[config.mk]
export PLATFORM = sky130hd
export DESIGN_NAME = riscv_multicycle_controller
export DESIGN_NICKNAME = d
export VERILOG_FILES = /design/src/rtl/riscv_multicycle_controller.sv
export SDC_FILE = /design/constraint.sdc
export NUM_CORES = 1
export LEC_CHECK = 0
export CAP_MARGIN = 20
export CORE_MARGIN = 2
export CORE_UTILIZATION = 44
export CTS_BUF_LIST = sky130_fd_sc_hd__clkbuf_4
export CTS_CLUSTER_SIZE = 8
export DETAILED_ROUTE_END_ITERATION = 16
export GPL_ROUTABILITY_DRIVEN = 0
export PLACE_DENSITY = 0.86
export SYNTH_ARGS = -nofsm -noshare
export SYNTH_HDL_FRONTEND = slang
export SYNTH_SLANG_ARGS = --single-unit
[constraint.sdc]
create_clock -name clk -period 1.92 [get_ports clk]
set_input_delay 0.384 -clock clk [delete_from_list [all_inputs] [get_ports clk]]
set_output_delay 0.384 -clock clk [all_outputs]
set_load 0.02 [all_outputs]
[src/rtl/riscv_multicycle_controller.sv]
// rtl/riscv_multicycle_controller.sv - multicycle RV32I-subset control FSM
// Optional macro ILLEGAL_TRAP_EN: illegal instructions halt the FSM and raise the illegal port.
module riscv_multicycle_controller #(
  parameter int CNT_W = 32
) (
  input  logic             clk,
  input  logic             rst_n,
  input  logic [6:0]       opcode,
  input  logic [2:0]       funct3,
  input  logic             funct7_5,
  input  logic             zero,
  output logic             pc_write,
  output logic             adr_src,
  output logic             mem_write,
  output logic             ir_write,
  output logic             reg_write,
  output logic [1:0]       alu_src_a,
  output logic [1:0]       alu_src_b,
  output logic [1:0]       result_src,
  output logic [2:0]       imm_src,
  output logic [2:0]       alu_op,
  output logic             retire,
  output logic [CNT_W-1:0] instr_count
`ifdef ILLEGAL_TRAP_EN
  ,
  output logic             illegal
`endif
);

  localparam logic [3:0] S_FETCH     = 4'd0;
  localparam logic [3:0] S_DECODE    = 4'd1;
  localparam logic [3:0] S_MEM_ADR   = 4'd2;
  localparam logic [3:0] S_MEM_READ  = 4'd3;
  localparam logic [3:0] S_MEM_WB    = 4'd4;
  localparam logic [3:0] S_MEM_WRITE = 4'd5;
  localparam logic [3:0] S_EXEC_R    = 4'd6;
  localparam logic [3:0] S_EXEC_I    = 4'd7;
  localparam logic [3:0] S_ALU_WB    = 4'd8;
  localparam logic [3:0] S_BRANCH    = 4'd9;
  localparam logic [3:0] S_JAL       = 4'd10;
  localparam logic [3:0] S_JALR_TGT  = 4'd11;
  localparam logic [3:0] S_JALR_LINK = 4'd12;
  localparam logic [3:0] S_LUI       = 4'd13;
`ifdef ILLEGAL_TRAP_EN
  localparam logic [3:0] S_HALT      = 4'd14;
`endif

  localparam logic [6:0] OP_LOAD  = 7'b0000011;
  localparam logic [6:0] OP_STORE = 7'b0100011;
  localparam logic [6:0] OP_R     = 7'b0110011;
  localparam logic [6:0] OP_I     = 7'b0010011;
  localparam logic [6:0] OP_BR    = 7'b1100011;
  localparam logic [6:0] OP_JAL   = 7'b1101111;
  localparam logic [6:0] OP_JALR  = 7'b1100111;
  localparam logic [6:0] OP_LUI   = 7'b0110111;

  localparam logic [2:0] ALU_ADD  = 3'b000;
  localparam logic [2:0] ALU_SUB  = 3'b001;
  localparam logic [2:0] ALU_AND  = 3'b010;
  localparam logic [2:0] ALU_OR   = 3'b011;
  localparam logic [2:0] ALU_XOR  = 3'b100;
  localparam logic [2:0] ALU_SLT  = 3'b101;
  localparam logic [2:0] ALU_SLTU = 3'b110;

  localparam logic [2:0] IMM_I = 3'b000;
  localparam logic [2:0] IMM_S = 3'b001;
  localparam logic [2:0] IMM_B = 3'b010;
  localparam logic [2:0] IMM_J = 3'b011;
  localparam logic [2:0] IMM_U = 3'b100;

  logic [3:0] state, state_nxt;
  logic [2:0] alu_dec;
  logic       is_illegal;
  logic       pc_write_c, mem_write_c, ir_write_c, reg_write_c, retire_c;

  always_comb begin
    alu_dec = ALU_ADD;
    case (funct3)
      3'b111:  alu_dec = ALU_AND;
      3'b110:  alu_dec = ALU_OR;
      3'b100:  alu_dec = ALU_XOR;
      3'b010:  alu_dec = ALU_SLT;
      3'b011:  alu_dec = ALU_SLTU;
      default: alu_dec = ALU_ADD;
    endcase
  end

  always_comb begin
    is_illegal = 1'b1;
    case (opcode)
      OP_LOAD, OP_STORE, OP_BR, OP_JAL, OP_JALR, OP_LUI: is_illegal = 1'b0;
      OP_R, OP_I: is_illegal = (funct3 == 3'b001) || (funct3 == 3'b101);
      default:    is_illegal = 1'b1;
    endcase
  end

  always_comb begin
    state_nxt   = S_FETCH;
    pc_write_c  = 1'b0;
    adr_src     = 1'b0;
    mem_write_c = 1'b0;
    ir_write_c  = 1'b0;
    reg_write_c = 1'b0;
    retire_c    = 1'b0;
    alu_src_a   = 2'b00;
    alu_src_b   = 2'b00;
    result_src  = 2'b00;
    imm_src     = IMM_I;
    alu_op      = ALU_ADD;
    case (state)
      S_FETCH: begin
        ir_write_c = 1'b1;
        pc_write_c = 1'b1;
        alu_src_b  = 2'b10;
        result_src = 2'b10;
        state_nxt  = S_DECODE;
      end
      S_DECODE: begin
        alu_src_a = 2'b01;
        alu_src_b = 2'b01;
        imm_src   = (opcode == OP_JAL) ? IMM_J : IMM_B;
        if (is_illegal) begin
`ifdef ILLEGAL_TRAP_EN
          state_nxt = S_HALT;
`else
          retire_c  = 1'b1;
          state_nxt = S_FETCH;
`endif
        end else begin
          case (opcode)
            OP_LOAD, OP_STORE: state_nxt = S_MEM_ADR;
            OP_R:              state_nxt = S_EXEC_R;
            OP_I:              state_nxt = S_EXEC_I;
            OP_BR:             state_nxt = S_BRANCH;
            OP_JAL:            state_nxt = S_JAL;
            OP_JALR:           state_nxt = S_JALR_TGT;
            default:           state_nxt = S_LUI;
          endcase
        end
      end
      S_MEM_ADR: begin
        alu_src_a = 2'b10;
        alu_src_b = 2'b01;
        imm_src   = (opcode == OP_STORE) ? IMM_S : IMM_I;
        state_nxt = (opcode == OP_STORE) ? S_MEM_WRITE : S_MEM_READ;
      end
      S_MEM_READ: begin
        adr_src   = 1'b1;
        state_nxt = S_MEM_WB;
      end
      S_MEM_WB: begin
        result_src  = 2'b01;
        reg_write_c = 1'b1;
        retire_c    = 1'b1;
      end
      S_MEM_WRITE: begin
        adr_src     = 1'b1;
        mem_write_c = 1'b1;
        retire_c    = 1'b1;
      end
      S_EXEC_R: begin
        alu_src_a = 2'b10;
        alu_op    = (funct3 == 3'b000 && funct7_5) ? ALU_SUB : alu_dec;
        state_nxt = S_ALU_WB;
      end
      S_EXEC_I: begin
        alu_src_a = 2'b10;
        alu_src_b = 2'b01;
        alu_op    = alu_dec;
        state_nxt = S_ALU_WB;
      end
      S_ALU_WB: begin
        reg_write_c = 1'b1;
        retire_c    = 1'b1;
      end
      // blt/bge use SLT, so a set result (zero = 0) means "less than".
      S_BRANCH: begin
        alu_src_a = 2'b10;
        retire_c  = 1'b1;
        case (funct3)
          3'b000: begin alu_op = ALU_SUB; pc_write_c = zero;  end
          3'b001: begin alu_op = ALU_SUB; pc_write_c = ~zero; end
          3'b100: begin alu_op = ALU_SLT; pc_write_c = ~zero; end
          3'b101: begin alu_op = ALU_SLT; pc_write_c = zero;  end
          default: pc_write_c = 1'b0;
        endcase
      end
      S_JAL, S_JALR_LINK: begin
        alu_src_a  = 2'b01;
        alu_src_b  = 2'b10;
        pc_write_c = 1'b1;
        state_nxt  = S_ALU_WB;
      end
      S_JALR_TGT: begin
        alu_src_a = 2'b10;
        alu_src_b = 2'b01;
        state_nxt = S_JALR_LINK;
      end
      S_LUI: begin
        imm_src     = IMM_U;
        result_src  = 2'b11;
        reg_write_c = 1'b1;
        retire_c    = 1'b1;
      end
`ifdef ILLEGAL_TRAP_EN
      S_HALT: state_nxt = S_HALT;
`endif
      default: state_nxt = S_FETCH;
    endcase
  end

  // Gate enables with rst_n so nothing writes once reset falls, even mid-cycle.
  assign pc_write  = pc_write_c  & rst_n;
  assign mem_write = mem_write_c & rst_n;
  assign ir_write  = ir_write_c  & rst_n;
  assign reg_write = reg_write_c & rst_n;
  assign retire    = retire_c    & rst_n;

`ifdef ILLEGAL_TRAP_EN
  assign illegal = (state == S_HALT);
`endif

  always_ff @(posedge clk or negedge rst_n) begin
    if (!rst_n) state <= S_FETCH;
    else        state <= state_nxt;
  end

  always_ff @(posedge clk or negedge rst_n) begin
    if (!rst_n)        instr_count <= '0;
    else if (retire_c) instr_count <= instr_count + {{(CNT_W-1){1'b0}}, 1'b1};
  end

endmodule
Word-level counts from Yosys, hierarchy flattened:

Index checks and enable logic that the tools add are counted.
Widths: inputs -> output; s select.

* multiplexer cells: 23
* add/sub/neg operators: 1
* shifts and indexed selects: 0
* reductions and logical operators: 19
* div/mod/pow operators: 0
* multipliers: 0
* eq/ne operators: 28
* magnitude comparators: 0
* bitwise gates (word level): 6

Operators with widths (number)
* $pmux 4 s6: 2
* $add 32x1->32 const B: 1
* $eq 4x4->1 const B: 6
* $eq 7x6->1 const B: 3
* $eq 7x7->1 const B: 3
* $pmux 3 s3: 2
* $eq 4x3->1 const B: 4
* $pmux 3 s5: 1
* $reduce_or 2->1: 7
* $eq 3x3->1 const B: 4
* $reduce_or 5->1: 2
* $reduce_or 3->1: 3
* $eq 4x2->1 const B: 2
* $pmux 1 s2: 4
* $pmux 2 s2: 2
* $reduce_or 4->1: 2
* $eq 7x2->1 const B: 1
* $eq 7x5->1 const B: 1
* $mux 1: 7
* $eq 3x2->1 const B: 2
* $mux 3: 2
* $pmux 2 s3: 1
* $pmux 3 s2: 1
* $reduce_or 6->1: 1
* other kinds (9): 13

* output and inout bits: 50
* RAM bits: 0
* input bits: 14
* flip-flop bits (word level): 36
* memories: 0
* word-level logic and storage cells: 79
* memory bits (read-only): 0
* latch bits: 0

Depth between registers and ports, before layout:

Gate-level depths: netlist (run 1).

* depth after elaboration: 6
* gate-level depth with buffers: 8
* mapped depth without buffers: 6

Least setup slack after synthesis (run 1):

OpenSTA, ideal clock, no wires.

* path kind: reg-to-output
* start point: reg state[3]
* end point: out retire
* data required time: 1536 ps
* arrival time: 1604 ps
* buffers on the path: 2
* stages on the path, launching flop included: 8
* path slack: -68 ps
* cells stage by stage: dfrtp_1 > buf_4 > xor2_1 > nor2_1 > a211o_1 > o21ai_2 > buf_4 > and2_1

* word-level cells in the longest chain between the ends: 4
* elaborated cells on any way between the ends: 9
* those cells by class: eq/ne (6); mux (1); bitwise (1); reduce/logical (1)

Ends and longest elaborated chain
* start, declared: line 71 `logic [3:0] state, state_nxt;`
* start signal, assigned: line 225 `else state <= state_nxt;`
* $eq 4x4->1 or $eq 4x3->1 (tied branches): line 110 `case (state)`
* $reduce_or 5->1 (no line)
* $pmux 1 s2 (*): line 110
* $and 1x1->1 (*): line 217 `assign retire = retire_c & rst_n;`
* end, declared: line 22 `output logic retire,`

Every way passes the cells marked *; elsewhere a longest branch is shown, timed or not.

Worst setup path in the final report (run 1):

* start point: reg state[3]
* end point: out reg_write

* word-level cells in the longest chain between the ends: 4
* elaborated cells on any way between the ends: 6
* those cells by class: eq/ne (3); mux (1); bitwise (1); reduce/logical (1)

Ends and longest elaborated chain
* $eq 4x4->1 or $eq 4x3->1 (tied branches): line 110
* $reduce_or 3->1 (no line) (*)
* $mux 1 (*): line 110
* $and 1x1->1 (*): line 216 `assign reg_write = reg_write_c & rst_n;`
* end, declared: line 16 `output logic reg_write,`

Marked as above.

==> results of run 1 <==
## metrics by stage
step | worst slack (ns) | power [µW] | cells | instance area (µm²) | hold slack [ns]
after floorplan | 0.0193 | 1630 | 248 | 2160 | 0.0884
after global placement | -0.799 | 2150 | 408 | 3110 | 0.460
after detailed placement | -0.774 | 2180 | 408 | 3110 | 0.486
after CTS | -0.209 | 2700 | 434 | 3430 | 0.157
after global routing | -0.319 | 2960 | 438 | 3570 | 0.165
final | -0.275 | 2800 | 438 | 3570 | 0.166
## worst max-delay path, cell delays in order (launching register included)
cell and delay, ns:
dfrtp_2 0.47, buf_12 0.16, buf_6 0.11, xor2_2 0.15, mux2i_1 0.20, nor2b_2 0.21
buf_4 0.16
## path summary, 6_finish.rpt
path                                    to  slack, ns  cells after the start
setup / recovery                 reg_write      -0.27                      6
hold / removal              instr_count[1]       0.17                      2
setup reg to reg           instr_count[12]      -0.10                      8
hold reg to reg            instr_count[31]       0.49                      1
max in group asynchronous  instr_count[22]       1.41                      2
min in group clk           instr_count[31]       0.49                      1
## cell families after synthesis
family                   after synthesis
AO/OA/AOI/OAI                         26
XOR/XNOR                              36
adder cells (fa/ha/maj)                1
buffers and inverters                 14
flip-flops                            36
multiplexers                           2
AND/OR/NAND/NOR                      133
## timing repair
item	4_1_cts	5_1_grt
pin swaps	21	9
gates cloned	0	0
setup endpoints to repair	49	53
buffers inserted	19	4
resized for setup	152	39
## layout by cell type, fill, tap and decap left out, drive strengths merged, types with 2 or more instances in the layout
cell,instances
a21oi,9
and2,2
and3,14
buf,79
clkbuf,6
clkdlybuf4s50,34
clkinv,4
dfrtp,36
dlygate4sd2,8
inv,4
nand2,35
nand2b,4
nand3,22
nand4,13
nor2,24
nor2b,3
nor3,9
nor3b,2
o21ai,6
or3,2
xnor2,30
xor2,6
## state kept, by name (all words and copies together) (netlist names)
name,count
state,4
instr_count,32
## report_power, final
part | internal, µW | switching (µW) | leakage [µW]
Combinational | 689 | 785 | 0.00107
Sequential | 845 | 98.2 | 0.000479
Clock | 134 | 250 | 0.0000324
## routing by layer
layer	up-vias	share of wire, %	track usage (%)
met4	0	3.0	8.28
met3	24	5.6	6.10
met5	-	0	0
met1	1229	39	34.2
met2	130	53	46.1
li1	1117	-	-
## cell type report
| cell class | count | area share (%) |
|---|---|---|
| clock buffers | 5 | 1.05 |
| multi-input cells | 198 | 39.0 |
| flip-flops and latches | 36 | 25.4 |
| clock inverters | 3 | 0.385 |
| well taps | 67 | 2.35 |
| inverters | 5 | 0.875 |
| repair buffers | 124 | 31.0 |
==> results.md, run 1 <==
- The flow ran to the end, but the final reports show violations.
- The checks that failed: setup timing.
- Of the total synthesized cell area, the portion taken by full adders, half adders and majority gates is 0.581%.
- When the netlist entered floorplanning its net count stood at 263.
- Counting flops with an async set or reset pin after synthesis yields a share of 100%.
- The cell row count is 25.
- between 60 and 70 I/O pins were placed.
- The half-perimeter wire length after detailed placement is 4410 µm.
- After synthesis, the cell types taking the most area are dfrtp_1 (42%), xnor2_1 (12%), nand2_1 (6.1%).
- STA puts the critical path data arrival time at roughly 1.8 ns.
- The number of iterations in the first detailed-routing pass is 6.
- The number of global-route vias before repair was 2337.
- The count of final setup violators is 29.
- The number of buffers between clock root and the deepest sink is 2.
- The area of the placeable core is ~4700 µm².
- Port buffering added 63 buffers.
- TritonCTS built the clock tree.
- The number of diodes is 0.
- The count of flip-flops with a built-in enable after synthesis is 0.
- The dominant combinational cell family by area after synthesis is simple AND/OR/NAND/NOR gates.
- The layout cell share with drive strength beyond 1 is between 30% and 40%.
- The parity-gate share of the synthesized area counting xor and xnor cells is between 10% and 20%.
- After clock tree synthesis, the clock-pin slew on the worst setup and hold paths is 0.10 ns.
- By count the netlist is led by dfrtp_1 (36), nand2_1 (35), xnor2_1 (30).
- The post-synthesis share of cell area spent on and, or, nand and nor gates is 30.2%.
- Of the post-synthesis cell area, the part taken by muxes is 0.988%.
- For this run, the top clock speed supported by timing is approximately 0.46 GHz.
- The final count of hold timing violations is 0.
- STA classifies the critical path startpoint as a flip-flop.
- After detailed routing, the total wire length is 7570 µm.
- The worst path in the final design needs a cycle of 2.19 ns, including I/O delays and setup.
- The ratio of total power to cell area is 784 nW/µm².
- The wire length of the first global-routing pass is 11400 µm.
- For the worst setup path, the data required time is 1.54 ns.
- The net count of the finished layout is 385.
- The slew at the pin with the worst max-slew slack is ~0.45 ns.
- In this run the horizontal extent of the chip is 73.9 µm.
- The timing startpoint of the critical path is state[3].
- Once the floorplan was initialized, standard cells occupied 45.6% of the core.
- The worst min-delay path category is primary input to asynchronous set/reset pin.
- Summing the areas of all compound-gate instances in the mapped netlist gives about 8.1% of the synthesized area.
- The endpoint type of the worst setup path is a primary output.
- The clock tree root driver cell is clkbuf_4.
- The static leakage power is 0.00158 µW.
- Global routing used ~27% of the available tracks across all layers.
- The post-route DRC violation count is 0.
- The number of antenna violations at the first check in global routing is 0.
- The most common cell in the synthesized netlist is dfrtp_1.
- After synthesis, the largest area contributor takes up 41.9% of total cell area.
- The worst voltage drop across the vdd grid is 649 µV.
- In the post-route analysis, the smallest setup slack over all paths is -0.275 ns.
- The routed layout has 2500 vias.
- Dividing the detail-routed wire length by the instance count gives about 17 µm.
- The multi-input combinational cells in the finished layout cover a total of 1390 µm².
- In the synthesized netlist the dominant register cell turns out to be dfrtp_1.
- In this run, post-CTS hold repair placed 0 buffers.
- The starting DRC count in detailed routing is 279.
- Yosys printed 0 warnings.
- Summed over all instances, the cell type with the most area after synthesis is dfrtp_1.
- Dividing the final minimum period by the clock period gives 114%.
- The post-synthesis instance total is 248.
- Counting the fill cells in the layout gives 282.
- The number of synthesized register bits is 36.
- The beginning of the worst register-to-register path is state[2].
- In this run the tightest slew margin relative to its limit is 70.0%.
- The floorplan die area is 5470 µm².
- The number of unique standard cell types used by synthesis is 39.
- Registers take 907 µm².
- The maximum number of pins on one net before global-route repair is 37.
- The later pin in the worst-skew pair is clocked with a latency of 0.34 ns.
- Clock tree synthesis inserted a total of 5 buffers.
- The maximum net fanout on the critical path is 5.
- The synthesized area per cell is 8.68 µm².
- The sequential fraction of the synthesis area is between 40% and 50%.
- The reported max-cap violation count is 0.
- The sink count of the clock tree is 36.
- Setup repair after global routing could not meet its margin everywhere.
- The worst setup path is of the flip-flop to primary output kind.
- The final core utilization is between 70 and 80%.
- From bottom edge to top edge, the die measures ~74 µm.
- The final count of pins violating max slew is 0.
- The area overhead of the layout relative to synthesis is 66.0%.
- The worst clock skew is 0.00727 ns.
- The summed instance area of the synthesized netlist is 2150 µm².
- Adding up every negative setup slack in the final design gives -2.15 ns.
- The leftover overflow at the end of global routing is 0.
- The count of nets left with antenna violations once routing finished came out at 0.
- The via-per-instance ratio is 5.71.
- The H-tree depth is 2.
No activity file was read; power rests on OpenSTA's default activity.
==> run 2, diff against run 1 <==
Settings changed: RECOVER_POWER from default to 25.
==> run 2 against run 1 <==
The run still ends with setup timing left. Flip-flop and latch count unchanged. Global-route usage unchanged. Critical path depth is the same. Fmax rose by 0.14%. Combinational power about the same. Clock power increased by 1%. Via count is 0.24% higher. Core utilization is 0.053 points lower. Sequential power hardly changed. Register-to-register slack about the same. Die area is the same. Clock-buffer cell count unchanged.
==> results.md, run 2 (synthesis gave the netlist of run 1 again) <==
- In the routed design, unresolved DRC markers number 0.
- The number of buffers between clock root and the deepest sink is 2.
- Summing over every cut layer, the via total after detailed routing is 2506.
- For this design the ratio of total power to cell area is 787 nW/µm².
- The final-stage net count is roughly 390.
- In this run the core area contains 25 standard-cell rows.
- For this run, the top clock speed supported by timing is 0.456 GHz.
- The endpoint type of the worst setup path is a primary output.
- TritonCTS created 5 clock buffers.
- The count of final setup violators is 29.
- In the final layout, the registers with the most flip-flops are instr_count x32, state x4.
- Across the routed clock network, the largest skew measured is around 0.011 ns.
- Summed over all failing endpoints, the final setup total negative slack is -2.19 ns.
- The final count of hold timing violations came to 0.
- The beginning of the worst register-to-register path is state[2].
- The antenna violation net count after detailed routing is 0.
- The die width is 73.9 µm.
- On the final layout, the worst hold slack is roughly 0.33 ns.
- The register containing the most flip-flops in the final layout is instr_count.
- The headroom to the max-slew limit is 40.5%.
- The insertion delay of the later-clocked pin in the worst-skew pair is 0.35 ns.
- Cells with a size suffix above 1 make up 38.5% of the layout.
- The critical path in this run is classified as flip-flop to primary output.
- The library cells used most frequently in the layout, excluding fill and tap cells, are buf_4 (58), clkdlybuf4s50_1 (34), dfrtp_1 (31), xnor2_1 (30), nand2_1 (27).
- After detailed routing, the total wire length is 7550 µm.
- The starting DRC count in detailed routing is between 200 and 300.
- The flow ran to the end, but the final reports show violations.
- The number of I/O port buffers is 63.
- The combinational share of power is between 50 and 60%.
- The reported max-cap violation count is 0.
- The register-to-register path setup slack is -0.09 ns.
- The internal power component is 1670 µW.
- The worst setup path is launched from a flip-flop.
- In this run the static leakage power is 0.00158 µW.
- The die covers about 5500 µm².
- The post-place instance area is between 3000 and 4000 µm².
- The overall fraction of global-route tracks in use is 27.0%.
- The number of global-route vias before repair came to 2337.
- The clock tree root driver cell is clkbuf_4.
- The number of diodes is 0.
- The register with the most flip-flops in the layout has 32 of them.
- Counting cells, the worst reg-to-reg path comes to 8.
- Entering global routing, the biggest net connects 37 pins.
- The most critical setup path has its startpoint at state[3].
- Leaving out fill and tap cells, the most frequent cell in the layout is buf_4.
- TritonCTS built the clock tree.
- Data arrives at the worst endpoint at roughly 1.8 ns.
- The final count of pins violating max slew was 0.
- The share of total power dissipated in sequential elements is 33.6%.
- The number of antenna violations at the first check in global routing came to 0.
- The area overhead of the layout relative to synthesis is 65.9%.
- In this run the number of H-tree levels came out at 2.
- With fillers left out, the area of the finished cells amounts to 3570 µm².
- The via-per-instance ratio is about 5.7.
- The worst voltage drop across the vdd grid is roughly 660 µV.
- The number of iterations in the first detailed-routing pass is 5.
- The leftover overflow at the end of global routing is 0.
- The total net switching power is ~1100 µW.
- For this design the top-level I/O count stands at 64.
- The number of buffers inserted by hold repair at cts is 0.
- The critical path data required time is 1.54 ns.
- The post-layout worst setup margin is -0.272 ns.
- The die is 73.9 µm tall.
- The end point of the critical path is reg_write.
- The worst path in the final design needs a cycle of roughly 2.2 ns, including I/O delays and setup.
- Setup repair after global routing could not meet its margin everywhere.
- The total area of sequential cells is 907 µm².
- CTS saw 36 sinks.
- The worst min-delay path category is primary input to asynchronous set/reset pin.
- The multi-input logic area is 1390 µm².
- The per-cell routed wire length is roughly 17 µm.
- In this run the worst path has a maximum fanout of 5.
- The starting density of the core is 45.6%.
- The fraction of the cycle the final worst path needs is 114%.
- The final reports fail on setup timing.
- The clock network power share is 13.9%.
- The overall power of the completed layout is roughly 2800 µW.
- The worst register-to-register path ends at instr_count[12].
- The switching share of power is 40.6%.
- Clock-pin slew was measured on the worst setup and hold paths at 0.11 ns.
- The first global-routing pass estimated 11400 µm of wire.
- The total area inside the core boundary comes to 4720 µm².
- The filler cells instantiated in the layout total 283.
- For the pin with the worst max-slew slack, the measured transition is 0.892 ns.
- Summed over all nets, the half-perimeter wirelength after detailed placement is 4410 µm.
## run 2: cell count changes in the layout (fill, tap and decap cells not counted)
cell	before	now
clkbuf_2	1	2
buf_4	59	58
## run 2: how the worst min path moves through the flow
| stage | start | slack, ns | to |
|---|---|---|---|
| 2_1_floorplan | rst_n | 0.09 | instr_count[0] |
| 3_3_place_gp | instr_count[31] | 0.46 | instr_count[31] |
| 3_5_place_dp | instr_count[31] | 0.49 | instr_count[31] |
| 4_1_cts | rst_n | 0.16 | instr_count[12] |
| 5_1_grt | rst_n | 0.37 | instr_count[20] |
| 6_report | rst_n | 0.33 | instr_count[1] |
## run 2: area by class of cell
cell class,instances,area share [%]
Clock inverter,3,0.385
Inverter,5,0.876
Tap cell,67,2.35
Multi-Input combinational cell,198,39.0
Timing Repair Buffer,124,30.9
Clock buffer,5,1.05
Sequential cell,36,25.4
## run 2: power groups by stage
stage	Clock, µW	Combinational (µW)	Sequential, µW
detailed placement	0	1230	952
CTS	387	1370	942
floorplan	0	608	1030
global placement	0	1210	949
finish	389	1480	943
global route	439	1560	956
## run 2: through the flow
step	setup WS (ns)	instances	util, %
floorplan	0.0193	248	-
global placement	-0.799	408	65.8
detailed placement	-0.774	408	65.8
CTS	-0.209	434	72.7
global route	-0.319	438	75.6
finish	-0.272	438	75.6
## run 2: worst max-delay path, stage by stage (launching register included)
cell     delay (ns)
dfrtp_2        0.47
buf_12         0.16
buf_6          0.11
xor2_2         0.15
mux2i_1        0.20
nor2b_2        0.21
buf_4          0.16
## run 2: repair_timing
item | 4_1_cts | 5_1_grt
endpoints found under the setup margin | 49 | 53
resized for setup | 152 | 39
setup buffers | 19 | 4
pin swaps | 21 | 9
## run 2: metal layers
layer	GRT usage, %	routed length, µm	vias to the layer above
met5	0	0	-
met4	8.28	283	0
met3	6.10	377	31
met2	46.1	4000	122
met1	34.2	2890	1236
li1	-	-	1117
==> run 3, diff against run 2 <==
Settings changed: CORE_UTILIZATION 44 to 53, PLACE_DENSITY 0.86 to 0.95.
Clock period 1.92 ns to 2.6 ns, I/O delays scaled along.
==> run 3 against run 2 <==
The run now ends clean. Core utilization grew 3.2 points. Non-clock buffer count shrank 31. Die area shrank 16%.
==> results.md, run 3 (synthesis gave the netlist of run 1 again) <==
- The run finished with clean final reports.
- The count of non-filler cells in the finished layout is 389.
- Dividing the detail-routed wire length by the instance count gives 15.0 µm.
- The number of placed instances, taps included, is 380.
- The leftover overflow at the end of global routing is 0.
- The worst voltage drop across the vdd grid is 742 µV.
- The floorplan step set the die width to between 60 and 70 µm.
- The achievable frequency is just under 0.4 GHz.
- The floorplan die area is 4590 µm².
- In the final design database the tool counted 354 nets.
- The maximum net fanout on the critical path is 3.
- The post-route DRC violation count is 0.
- In the final layout, the multi-input gates occupy 1210 µm².
- The number of buffers between clock root and the deepest sink is 2.
- Among the stages of the critical path, the cell type that occurs most often is and2_1.
- The vias after detailed routing is 2214.
- The layout filler cell count is 233.
- The wire length of the first global-routing pass is 8890 µm.
- The static leakage power is between 0.001 and 0.0015 µW.
- The worst min-delay path category is primary input to asynchronous set/reset pin.
- The area overhead of the layout relative to synthesis is 44.4%.
- In the final layout, the share of cells above drive strength 1 is roughly 15%.
- The slew at the pin with the worst max-slew slack is ~1.3 ns.
- The total area of sequential cells is 902 µm².
- The reported max-cap violation count is 0.
- The TritonCTS clock tree is built.
- Power comes to 1840 µW.
- The insertion delay of the later-clocked pin in the worst-skew pair is 0.34 ns.
- The number of I/O port buffers is 63.
- Data arrives at the worst endpoint at 2.03 ns.
- Summed over all nets, the half-perimeter wirelength after detailed placement is 4370 µm.
- The type of origin of the critical path is a primary input.
- The ratio of total power to cell area is 591 nW/µm².
- The initialized floorplan defines 23 standard-cell rows.
- In the layout the commonest cells are clkdlybuf4s50_1 (45), nand2_1 (35), dfrtp_1 (35), xnor2_1 (30), buf_4 (29).
- Counting both buffers and inverters, the worst setup path holds a total of 2.
- After the first detailed-routing iteration, the DRC count stood at 290.
- By startpoint and endpoint, the worst setup path is classified as primary input to primary output.
- The area of the placeable core is 3940 µm².
- The count of final setup violators is 0.
- The critical-path cell with the highest stage delay is clkdlybuf4s50_1.
- The clock-pin slew of the registers on the worst-case setup and hold paths is 0.10 ns.
- The most frequent standard cell in the layout excluding fill and tap cells is clkdlybuf4s50_1.
- On the critical path the largest part of the delay comes from buffers and inverters.
- Traced cell by cell, the critical path runs through clkdlybuf4s50_1, and2_1, nand4_1, a211o_1, o21ai_2, and2_1, buf_4.
- The initial utilization of the core area, before any placement, comes to a little over half.
- The H-tree generated during clock tree synthesis spans 2 levels.
- The number of global-route vias before repair is 1985.
- Data on the critical path is required at its endpoint by 2.08 ns.
- The sink count of the clock tree is 36.
- The number of antenna violations at the first check in global routing is 0.
- In the final layout, the registers with the most flip-flops are instr_count x32, state x4.
- The clock tree root driver cell is clkbuf_4.
- The number of buffers inserted during clock tree synthesis is 5.
- The number of flip-flops in the largest register is 32.
- The number of iterations in the first detailed-routing pass is 4.
- In this run, post-CTS hold repair placed 0 buffers.
- The via-per-instance ratio is 5.69.
- The final count of hold timing violations is 0.
- The detail route stage leaves a number of antenna-violating nets equal to 0.
- The maximum number of pins on one net before global-route repair is 33.
- The worst clock skew is roughly 0.015 ns.
- Counting flops per register, the top entry is instr_count.
- The repair_antennas step left the layout with diodes totalling 0.
- During I/O placement, the number of pins put on the boundary was 64.
- STA classifies the critical path endpoint as a primary output.
- The total detailed-routing wirelength is 5840 µm.
- The final count of pins violating max slew is 0.
- After layout, the worst path uses between 90% and 100% of the clock period.
- Global routing consumed, over all layers together, 26.1% of the routing resources.
- The stage delay of the slowest cell on the critical path is 0.48 ns.
- The shortest period the worst path allows is about 2.5 ns.
- Measured along the y axis, the die boundary spans 67.7 µm.
- The headroom to the max-slew limit is 10.6%.
run 3: cell types whose count changed in the layout (fill, tap and decap cells not counted), sizes merged:
cell,delta
clkdlybuf4s50,+11
dlymetal6s2s,+7
clkbuf,+1
clkinv,-3
inv,+1
buf,-48
dlygate4sd2,-1
run 3: cell type report:
| cell class | count | share of cell area (%) |
|---|---|---|
| Multi-Input combinational cell | 198 | 39.1 |
| Timing Repair Buffer | 93 | 27.7 |
| Sequential cell | 36 | 29.0 |
| Clock inverter | 1 | 0.161 |
| Clock buffer | 6 | 1.45 |
| Inverter | 5 | 0.604 |
| Tap cell | 50 | 2.01 |
run 3: what timing repair did:
| action | CTS | global route |
|---|---|---|
| gates resized for setup | 18 | 15 |
| buffers inserted | 0 | 2 |
| pin swaps | 1 | 4 |
| endpoints found under the setup margin | 10 | 6 |
run 3: path summary, 6_finish.rpt:
kind | start | to | slack [ns] | cells after the start
max in group asynchronous | rst_n | state[3] | 1.04 | 2
min reg2reg | instr_count[31] | instr_count[31] | 0.48 | 1
max | opcode[0] | retire | 0.05 | 7
min in group clk | instr_count[31] | instr_count[31] | 0.48 | 1
min | rst_n | instr_count[7] | 0.23 | 2
max reg2reg | instr_count[7] | instr_count[17] | 0.52 | 6
run 3: worst reg2reg max path: stages, from the launching register on:
cell and delay (ns):
dfrtp_1 0.46, and4_1 0.29, nand3_1 0.15, or2_2 0.34, nor4_1 0.40, nand3_1 0.18
xnor2_1 0.16
run 3: routing by layer:
| metal | share of wire [%] | up-vias | wire (µm) | global-route usage [%] |
|---|---|---|---|---|
| met5 | 0 | - | 0 | 0 |
| met4 | 3.4 | 0 | 197 | 10.2 |
| met3 | 6.0 | 25 | 352 | 5.67 |
| met2 | 50 | 99 | 2950 | 43.3 |
| met1 | 40 | 1049 | 2340 | 32.9 |
| li1 | - | 1041 | - | - |
run 3: where the power goes:
part           switching, µW  internal, µW  leakage, µW
Combinational            474           362     0.000892
Clock                    179           110    0.0000315
Sequential              87.5           623     0.000486
Total                    740          1100      0.00141
run 3: stage by stage:
step	instance area [µm²]	TNS [ns]	utilization, %	hold slack [ns]	worst slack, ns
final	3110	0	78.8	0.227	0.0516
after global routing	3110	-0.0483	78.8	0.251	-0.0399
after CTS	3040	0	77.2	0.144	0.0143
after detailed placement	2990	-1.04	75.9	0.470	-0.436
after global placement	2990	-0.982	75.9	0.462	-0.432
after floorplan	2150	0	-	0.224	0.401
